<file path="src/rtl/mp_add_stream.sv">
// mp_add_stream: streams multi-precision add/subtract operations one WIDTH-bit
// word pair per beat, least-significant word first. It carries the inter-word
// carry in a register, so each cycle needs only one WIDTH-bit addition.
// All outputs are registered. There is a single output stage and no skid
// buffer, so in_ready is combinational from out_valid and out_ready.
module mp_add_stream #(
  parameter int WIDTH = 16,
  parameter int IDXW  = 8
) (
  input  logic             clk,
  input  logic             rst,
  input  logic             in_valid,
  output logic             in_ready,
  input  logic [WIDTH-1:0] in_a,
  input  logic [WIDTH-1:0] in_b,
  input  logic             in_first,
  input  logic             in_last,
  input  logic             in_sub,
  output logic             out_valid,
  input  logic             out_ready,
  output logic [WIDTH-1:0] out_s,
  output logic             out_first,
  output logic             out_last,
  output logic [IDXW-1:0]  out_idx,
  output logic             out_cout,
  output logic             out_ovf,
  output logic             out_err
);

  typedef enum logic {
    IDLE = 1'b0,
    BUSY = 1'b1
  } state_t;

  state_t           state_q, state_d;
  logic             carry_q, carry_d;
  logic             sub_q, sub_d;
  logic             out_valid_q;
  logic [WIDTH-1:0] out_s_q;
  logic             out_first_q;
  logic             out_last_q;
  logic [IDXW-1:0]  out_idx_q, out_idx_d;
  logic             out_cout_q;
  logic             out_ovf_q;
  logic             out_err_q;

  logic             fire;
  logic             start;
  logic             sub_eff;
  logic             cin;
  logic [WIDTH-1:0] b_eff;
  logic [WIDTH-1:0] sum;
  logic             cout;
  logic             ovf;
  logic             err;

  assign in_ready = !out_valid_q || out_ready;
  assign fire     = in_valid && in_ready;

  assign out_valid = out_valid_q;
  assign out_s     = out_s_q;
  assign out_first = out_first_q;
  assign out_last  = out_last_q;
  assign out_idx   = out_idx_q;
  assign out_cout  = out_cout_q;
  assign out_ovf   = out_ovf_q;
  assign out_err   = out_err_q;

  // Word datapath. A beat seen in IDLE, or any beat flagged first, starts a
  // new operation: it takes carry-in and mode from in_sub and drops carry_q.
  always_comb begin
    start       = (state_q == IDLE) || in_first;
    sub_eff     = start ? in_sub : sub_q;
    cin         = start ? in_sub : carry_q;
    b_eff       = sub_eff ? ~in_b : in_b;
    {cout, sum} = {1'b0, in_a} + {1'b0, b_eff} + {{WIDTH{1'b0}}, cin};
    ovf         = in_last && (in_a[WIDTH-1] == b_eff[WIDTH-1])
                          && (sum[WIDTH-1] != in_a[WIDTH-1]);
    // A beat in IDLE without in_first is an error. A beat in BUSY with
    // in_first is a restart and is also an error.
    err         = (state_q == IDLE) ? !in_first : in_first;
    out_idx_d   = start ? '0 : out_idx_q + {{(IDXW-1){1'b0}}, 1'b1};
    state_d     = in_last ? IDLE : BUSY;
    carry_d     = cout;
    sub_d       = sub_eff;
  end

  // Operation FSM, carry/mode registers and the registered result stage.
  always_ff @(posedge clk or posedge rst) begin
    if (rst) begin
      state_q     <= IDLE;
      carry_q     <= 1'b0;
      sub_q       <= 1'b0;
      out_valid_q <= 1'b0;
      out_s_q     <= '0;
      out_first_q <= 1'b0;
      out_last_q  <= 1'b0;
      out_idx_q   <= '0;
      out_cout_q  <= 1'b0;
      out_ovf_q   <= 1'b0;
      out_err_q   <= 1'b0;
    end else if (fire) begin
      state_q     <= state_d;
      carry_q     <= carry_d;
      sub_q       <= sub_d;
      out_valid_q <= 1'b1;
      out_s_q     <= sum;
      out_first_q <= start;
      out_last_q  <= in_last;
      out_idx_q   <= out_idx_d;
      out_cout_q  <= cout;
      out_ovf_q   <= ovf;
      out_err_q   <= err;
    end else if (out_ready) begin
      out_valid_q <= 1'b0;
    end
  end

endmodule

</file>
<file path="config.mk">
export PLATFORM = sky130hd
export DESIGN_NAME = mp_add_stream
export DESIGN_NICKNAME = d
export VERILOG_FILES = /design/src/rtl/mp_add_stream.sv
export SDC_FILE = /design/constraint.sdc
export NUM_CORES = 1
export LEC_CHECK = 0
export ABC_CLOCK_PERIOD_IN_PS = 4250
export CAP_MARGIN = 20
export CORE_MARGIN = 5
export CORE_UTILIZATION = 48
export CTS_CLUSTER_DIAMETER = 80
export CTS_CLUSTER_SIZE = 20
export DETAILED_ROUTE_END_ITERATION = 6
export MAX_ROUTING_LAYER = met4
export PLACE_DENSITY = 0.81
export SETUP_SLACK_MARGIN = 0.05
export SLEW_MARGIN = 20
export SYNTH_ARGS = -nofsm -noshare
export SYNTH_HDL_FRONTEND = slang
export SYNTH_SLANG_ARGS = --single-unit
</file>
<file path="constraint.sdc">
create_clock -name clk -period 4.25 [get_ports clk]
set_input_delay 0.6375 -clock clk [delete_from_list [all_inputs] [get_ports clk]]
set_output_delay 0.6375 -clock clk [all_outputs]
set_load 0.05 [all_outputs]
</file>
==> results of run 1 <==
==> per-layer routing <==
layer / track usage (%) / up-vias / wire length [um]
li1: - / 1076 / -
met1: 22.1 / 958 / 2470
met2: 31.5 / 47 / 2610
met3: 2.60 / 8 / 273
met4: 7.09 / 0 / 94
met5: - / - / 0
==> cells in the final DEF, fill, tap and decap left out, types with 2 or more instances in the layout <==
cell type        instances
a21oi_2                  2
dfrtp_1                 32
nor3_1                   3
and2_1                   2
ha_1                    17
o31ai_1                  5
inv_1                    8
nor2_1                  12
nand2_1                 56
nand3_1                 11
o21ai_1                  2
o21ai_0                 22
xor2_1                   6
nand4_1                  2
buf_4                    4
a211oi_1                 2
a21oi_1                 10
a21o_1                   5
clkbuf_8                 7
xnor2_1                 21
clkdlybuf4s50_1         69
o31ai_2                  2
nand2b_1                 4
fa_1                     2
==> registers in the layout, summed over array words and instances, names as in the netlist <==
register / cells
out_s: 16
out_idx: 8
out_cout: 1
out_err: 1
out_first: 1
out_last: 1
out_ovf: 1
out_valid: 1
state_q: 1
sub_q: 1
==> through the flow <==
step	area (um^2)	std cells
CTS	3230	406
detailed placement	3100	398
finish	3230	406
floorplan	2350	270
global placement	3100	398
global route	3230	406
==> power groups by stage <==
stage,clock [mW],combinational (mW),sequential (mW)
2_1_floorplan,0,0.336,0.641
5_1_grt,0.337,0.868,0.422
3_5_place_dp,0,0.810,0.420
4_1_cts,0.323,0.812,0.414
3_3_place_gp,0,0.797,0.419
6_report,0.320,0.808,0.415
==> cells by family (layout without fill, tap and decap cells) <==
kind of cell             Yosys count  after routing  share of synthesized area, %
AND/OR/NAND/NOR                  103            103                          20.3
AO/OA/AOI/OAI                     65             65                          19.2
flip-flops                        32             32                          34.1
XOR/XNOR                          27             27                          10.1
buffers and inverters             20             89                          3.41
adder cells (fa/ha/maj)           19             19                          10.8
multiplexers                       4              4                          2.13
==> worst min path at each step <==
stage                        start       end
after CTS                 out_last  out_last
final                     out_last  out_last
after global placement     out_err   out_err
after floorplan            state_q   state_q
after global routing      out_last  out_last
after detailed placement  out_last  out_last
==> worst max-delay path, delay by kind of cell <==
family | cells | cell delay (ns)
AO/OA/AOI/OAI | 3 | 0.82
XOR/XNOR | 1 | 0.18
adder cells (fa/ha/maj) | 3 | 0.83
buffers and inverters | 3 | 0.56
multiplexers | 1 | 0.29
AND/OR/NAND/NOR | 3 | 0.38
==> cell type report <==
| cell class | instances | area, um^2 | share of cell area, % |
|---|---|---|---|
| clock inverters | 1 | 30.0 | 0.930 |
| clock buffers | 7 | 96.3 | 2.98 |
| inverters | 8 | 30.0 | 0.930 |
| well taps | 67 | 83.8 | 2.59 |
| multi-input cells | 218 | 1470 | 45.5 |
| flip-flops and latches | 32 | 801 | 24.8 |
| repair buffers | 73 | 721 | 22.3 |
==> impl_metrics.tcl, run 1 <==
set metrics [dict create \
    status "finished, final reports clean" \
    synth_top_area_cell "dfrtp_1" \
    clk_pin_slew_ns 0.07 \
    ys_seq_area_share_pct 34.1 \
    routed_wl_mm 5.44 \
    setup_viol 0 \
    cts-root-buf "clkbuf_8" \
    hold_path.class "flip-flop to flip-flop" \
    ys_top_cells_by_area "dfrtp_1 34%, ha_1 9.1%, nand2_1 8.9%, xnor2_1 7.8%, o21ai_0 4.7%" \
    r2r-end "out_cout" \
    post_synth_num_cell_types 56 \
    crit_start "in_first" \
    power.internal_uw 887 \
    cp_data_required_time_ns 4.43 \
    ff2ff_setup_slack_ns 1.16 \
    endpoint "out_s[14]" \
    cp-end-kind "flip-flop" \
    ys_ff_latch 32 \
    grt_pass1_vias 2055 \
    row_count 25 \
    wl_per_cell_um 13.4 \
    syn_inst 270 \
    drtPass1Iterations 4 \
    viasPerCell 5.15 \
    initial_core_util_pct 49.7 \
    whs_path_depth 2 \
    synth_fp_nets 328 \
    vias 2089 \
    drv_slew 0 \
    synth_area_um2 2350 \
    worst-r2r-cell-count 12 \
    power_mw 1.54 \
    ys_async_sr_fraction_pct 100 \
    rsz0062_at_grt "false" \
    track_usage_pct 18.5 \
    cts_resized 0 \
    hold_viol 0 \
    crit_arrival_ns 3.70 \
    drtIter0Drc 57 \
    gp_congestion 0.867 \
    worstMarginPinSlew_ns 0.718 \
    synth_edf_count 0 \
    clk_path_buf_depth 2 \
    crit_slowest_cell "clkdlybuf4s50_1" \
    cp_slowest_stage_delay_ns 0.46 \
    worstSetupPathType "input port to flip-flop" \
    period_share_pct 82.7 \
    synth_top_area_share_pct 34.1 \
    period_minus_slack_ns 3.52 \
    synth_common_cells "56 x nand2_1, 32 x dfrtp_1, 22 x o21ai_0, 21 x xnor2_1, 17 x ha_1" \
    dpl.hpwl_mm 4.33 \
    cts_buffers 5 \
    setup.worst_path.start_class "input port" \
    grt_start_max_net_pins 29 \
    nets 396 \
    avgSynthCellArea_um2 8.70 \
    cts_tree "done" \
    grt_pass1_wl_mm 9.13 \
    antenna_found_initial 0 \
    postCtsSetupBuffers 0 \
    synth_ff_type "dfrtp_1" \
    die_h_um 80.0 \
    drc 0 \
    pre_cts_ws_ns 0.430 \
    pin_count 70 \
    max_freq_mhz 284 \
    pwr-share-comb_pct 52.4 \
    p_seq_share_pct 26.9 \
    fin_skew_ns 0.0121 \
    crit_chain "clkdlybuf4s50_1 > inv_1 > ha_1 > mux2i_2 > xnor2_1 > fa_1 > inv_1 > fa_1 > nand2b_1 > a21oi_2 > nor3b_2 > o31ai_4 > nor2_1 > a211o_1" \
    vdd_drop_max_v 0.000218 \
    cts_hold_buffers 0 \
    h-tree-depth 2 \
    die_area_um2 6390 \
    cts.sinks 32 \
    clockPowerShare_pct 20.8 \
    p_sw_uw 656 \
    overflow 0 \
    ant_nets 0 \
    core_area_um2 4720 \
    maxCapViolCount 0 \
    clk_latency_ns 0.29 \
    antennaDiodeCount 0 \
    fillers 377 \
    maxSlewHeadroom_pct 52.1 \
    numPortBuffers 69 \
    syn_to_final_growth_pct 37.5 \
    dieWidth_um 80.0 \
    switching_share_pct 42.5 \
    yosysMostFrequentCell "nand2_1" \
    crit_fanout 6 \
    drive_above_1_share_pct 8.55 \
    fin_tns_setup_ns 0 \
    yosys_warnings 0 \
    p_leak_nw 1.38 \
    post-route-util_pct 68.4 \
    powerDensity_nw_per_um2 478 \
    rr_startpoint "state_q" \
    worst_slack_ns 0.734 \
    whs_ns 0.473 \
]
No activity file was read; power rests on OpenSTA's default activity.
==> run 2, diff against run 1 <==
Settings changed: ABC_CLOCK_PERIOD_IN_PS 4250 to 3700.
Clock period 4.25 ns to 3.7 ns, I/O delays scaled along.
==> run 2 against run 1 <==
  * Critical path depth unchanged
  * Sequential cell count unchanged
  * Worst hold slack improved by 0.0046 ns
  * Cell count increased by 1.5%
  * Clock power increased by 4%
  * Routed wire length increased by 4.6%
  * Die area unchanged
  * Critical endpoint is now out_s[12]
  * First-iteration DRC count increased by 47%
==> impl_metrics.tcl, run 2 (synthesis results as in run 1) <==
set metrics [dict create \
    worstSetupPathType "input port to flip-flop" \
    cts_buffers 5 \
    antenna_found_initial 0 \
    fin_skew_ns 0.00548 \
    clk_pin_slew_ns 0.07 \
    overflow 0 \
    initial_core_util_pct 49.7 \
    grt_pass1_wl_mm 9.55 \
    hold_viol 0 \
    syn_to_final_growth_pct 39.3 \
    drtPass1Iterations 4 \
    placed_cells 404 \
    cts_resized 0 \
    r2r-end "out_s[12]" \
    postCtsSetupBuffers 0 \
    maxCapViolCount 0 \
    crit_fanout 5 \
    period_share_pct 93.2 \
    viasPerCell 5.22 \
    row_count 25 \
    layout_common_cells "69 x clkdlybuf4s50_1, 56 x nand2_1, 32 x dfrtp_1" \
    worst-r2r-cell-count 12 \
    hold_end "out_s[0]" \
    grt_start_max_net_pins 29 \
    dpl.hpwl_mm 4.51 \
    crit_slowest_cell "clkdlybuf4s50_1" \
    drtIter0Drc 84 \
    dieWidth_um 80.0 \
    cp_slowest_stage_delay_ns 0.47 \
    largest_reg_flops 16 \
    whs_path_depth 2 \
    hp-start "out_s[0]" \
    vias 2149 \
    path_common_cell "inv_1" \
    cts.sinks 32 \
    cp_data_required_time_ns 3.88 \
    numPortBuffers 69 \
    h-tree-depth 2 \
    rr_startpoint "state_q" \
    ant_nets 0 \
    pin_count 70 \
    hold_path.class "flip-flop to flip-flop" \
    powerDensity_nw_per_um2 540 \
    setup.worst_path.start_class "input port" \
    antennaDiodeCount 0 \
    track_usage_pct 18.9 \
    grt_pass1_vias 2189 \
    cts_hold_buffers 0 \
    cts-root-buf "clkbuf_8" \
    setup_viol 0 \
    vdd_drop_max_v 0.000246 \
    crit_chain "clkdlybuf4s50_1 > inv_1 > ha_1 > mux2i_2 > buf_4 > xnor2_1 > inv_1 > fa_1 > nand2b_1 > a21oi_2 > nor3b_2 > o31ai_4 > nor3_1 > a311oi_1" \
    routed_wl_mm 5.69 \
    crit_arrival_ns 3.62 \
    clk_path_buf_depth 2 \
    drive_above_1_share_pct 10.1 \
    die_area_um2 6390 \
    clk_latency_ns 0.28 \
    final_common_cell "clkdlybuf4s50_1" \
    final_area_um2 3270 \
    max_freq_mhz 290 \
    power_mw 1.77 \
    worstMarginPinSlew_ns 0.828 \
    die_h_um 80.0 \
    drc 0 \
    maxSlewHeadroom_pct 44.7 \
    cp-end-kind "flip-flop" \
    wl_per_cell_um 13.8 \
    ff2ff_setup_slack_ns 0.63 \
    nets 402 \
    fillers 387 \
    status "finished, final reports clean" \
    core_area_um2 4720 \
    whs_ns 0.478 \
    period_minus_slack_ns 3.45 \
    gp_congestion 0.900 \
    placed_area_um2 3160 \
    rsz0062_at_grt "false" \
    post-route-util_pct 69.3 \
    drv_slew 0 \
    p_leak_nw 1.41 \
    stdcell_count 412 \
    cts_tree "done" \
]
run 2: cell types whose count changed in the layout (fill, tap and decap cells not counted), sizes merged:
cell      delta
buf          +6
clkbuf       -2
clkinv       +1
clkinvlp     +1
run 2: area by class of cell:
| class | instances | area, um^2 | area share, % |
|---|---|---|---|
| clock buffer | 5 | 68.8 | 2.10 |
| tap | 67 | 83.8 | 2.56 |
| multi-input combinational | 218 | 1470 | 44.9 |
| timing repair buffer | 79 | 778 | 23.8 |
| clock inverter | 3 | 42.5 | 1.30 |
| inverter | 8 | 30.0 | 0.917 |
| sequential | 32 | 801 | 24.5 |
run 2: how the worst max path moves through the flow:
stage / endpoint / start
finish: out_s[12] / in_first
global route: out_s[10] / in_first
CTS: out_s[12] / in_first
detailed placement: out_s[12] / in_first
global placement: out_s[14] / in_first
floorplan: out_s[14] / in_first
run 2: per-layer routing:
metal  track usage, %  share of wire, %  up-vias
met5                -                 0        -
met4             5.57               1.1        0
met3             1.81               3.9        4
met2             33.8                50       48
met1             22.5                45     1009
li1                 -                 -     1088
run 2: stage by stage:
stage	setup TNS [ns]	setup slack (ns)
2_1_floorplan	0	0.0756
3_3_place_gp	0	0.127
3_5_place_dp	-0.0206	-0.0206
4_1_cts	0	0.280
5_1_grt	0	0.0707
6_report	0	0.253
run 2: worst max-delay path, delay by kind of cell:
family	cells	cell delay (ns)
multiplexers	1	0.24
XOR/XNOR	1	0.15
buffers and inverters	4	0.80
AO/OA/AOI/OAI	3	0.84
adder cells (fa/ha/maj)	2	0.66
AND/OR/NAND/NOR	3	0.37
run 2: report_power, final:
group	switching [mW]	internal [mW]
Combinational	0.583	0.373
Clock	0.133	0.199
Sequential	0.0518	0.427
==> run 3, diff against run 2 <==
Settings changed: CORE_ASPECT_RATIO from default to 0.75.
==> run 3 against run 2 <==
  * Maximum frequency is 0.63% higher
  * Count of clock-buffer cells in the layout unchanged
  * Sequential power hardly changed
  * Worst hold slack gained 0.0056 ns
  * Largest power group unchanged
  * Non-clock buffer count unchanged
  * Core utilization down 2.2 points
  * Total power decreased by 3.9%
==> impl_metrics.tcl, run 3 (synthesis results as in run 1) <==
set metrics [dict create \
    post-route-util_pct 67.1 \
    grt.busiest_layer "met2" \
    period_minus_slack_ns 3.43 \
    maxCapViolCount 0 \
    core_area_um2 4820 \
    dieWidth_um 90.8 \
    fin_skew_ns 0.00690 \
    grt_pass1_vias 2067 \
    crit_fanout 14 \
    worstSetupPathType "input port to flip-flop" \
    viasPerCell 5.19 \
    antenna_found_initial 0 \
    power_mw 1.70 \
    regArea_um2 801 \
    setup_viol 0 \
    vdd_drop_max_v 0.000342 \
    met2_usage_pct 28.5 \
    clk_latency_ns 0.28 \
    initial_core_util_pct 48.8 \
    clk_path_buf_depth 2 \
    h-tree-depth 2 \
    setup.worst_path.start_class "input port" \
    cts_buffers 5 \
    whs_ns 0.483 \
    status "finished, final reports clean" \
    maxSlewHeadroom_pct 49.0 \
    cp_data_required_time_ns 3.86 \
    rsz0062_at_grt "true" \
    max_freq_mhz 292 \
    worstMarginPinSlew_ns 0.765 \
    die_area_um2 6410 \
    ant_nets 0 \
    fin_tns_setup_ns 0 \
    drtIter0Drc 77 \
    grt_start_max_net_pins 31 \
    powerDensity_nw_per_um2 525 \
    period_share_pct 92.6 \
    cts-root-buf "clkbuf_8" \
    fillers 408 \
    grt_pass1_wl_mm 9.69 \
    drive_above_1_share_pct 10.1 \
    numPortBuffers 69 \
    crit_arrival_ns 3.58 \
    die_h_um 70.6 \
    hold_viol 0 \
    dpl.hpwl_mm 4.58 \
    multi_input_area_um2 1480 \
    syn_to_final_growth_pct 37.6 \
    hold_path.class "flip-flop to flip-flop" \
    drc 0 \
    overflow 0 \
    vias 2102 \
    routed_wl_mm 5.65 \
    largest_reg_flops 16 \
    use_met1_pct 26.1 \
    ff2ff_setup_slack_ns 0.60 \
    pin_count 70 \
    nets 402 \
    cts_tree "done" \
    cts_hold_buffers 0 \
    antennaDiodeCount 0 \
    wl_per_cell_um 13.9 \
    layout_common_cells "69 x clkdlybuf4s50_1, 56 x nand2_1, 32 x dfrtp_1" \
    clk_pin_slew_ns 0.07 \
    met3_usage_pct 3.93 \
    p_leak_nw 1.40 \
    drtPass1Iterations 4 \
    drv_slew 0 \
    track_usage_pct 18.8 \
    row_count 22 \
    gp_congestion 0.866 \
    cp-end-kind "flip-flop" \
    final_common_cell "clkdlybuf4s50_1" \
    cts.sinks 32 \
]
## run 3: worst max-delay path: stages
cell             delay [ns]
clkdlybuf4s50_1        0.45
inv_1                  0.04
ha_1                   0.24
mux2i_2                0.22
buf_4                  0.16
buf_4                  0.25
xnor2_1                0.16
ha_1                   0.32
a21oi_2                0.23
nor3b_4                0.30
o31ai_4                0.14
a2111oi_2              0.43
o31ai_2                0.09
## run 3: final timing paths
| check | endpoint | start | cells past startpoint |
|---|---|---|---|
| max | out_cout | in_first | 13 |
| max in group asynchronous | out_idx[2] | rst | 3 |
| min in group asynchronous | out_s[4] | rst | 2 |
| max reg2reg | out_cout | state_q | 11 |
| min reg2reg | out_err | out_err | 2 |
| min | out_err | out_err | 2 |
## run 3: final cells by class
class	count	share of cell area [%]
clock buffer	5	2.13
clock inverter	3	0.580
inverter	8	0.928
multi-input combinational	218	45.6
sequential	32	24.8
tap	60	2.32
timing repair buffer	79	23.7
## run 3: timing repair
action | 4_1_cts | 5_1_grt
resized for setup | 0 | 1
setup buffers | 0 | 0
setup endpoints to repair | 0 | 1
## run 3: where the power goes
group | switching, mW | total (mW) | internal, mW
clock | 0.138 | 0.269 | 0.131
sequential | 0.0507 | 0.478 | 0.427
combinational | 0.581 | 0.952 | 0.371
total | 0.769 | 1.70 | 0.929
## run 3: metrics by stage
stage	setup WS [ns]	area (um^2)	instances
3_5_place_dp	-0.0619	3140	397
3_3_place_gp	0.0744	3140	397
6_report	0.274	3230	405
4_1_cts	0.222	3230	405
2_1_floorplan	0.0756	2350	270
5_1_grt	0.0314	3230	405
## run 3: per-layer routing
layer	vias up	routed length [um]
li1	1092	-
met1	947	2740
met2	61	2550
met3	2	345
met4	0	13
met5	-	0
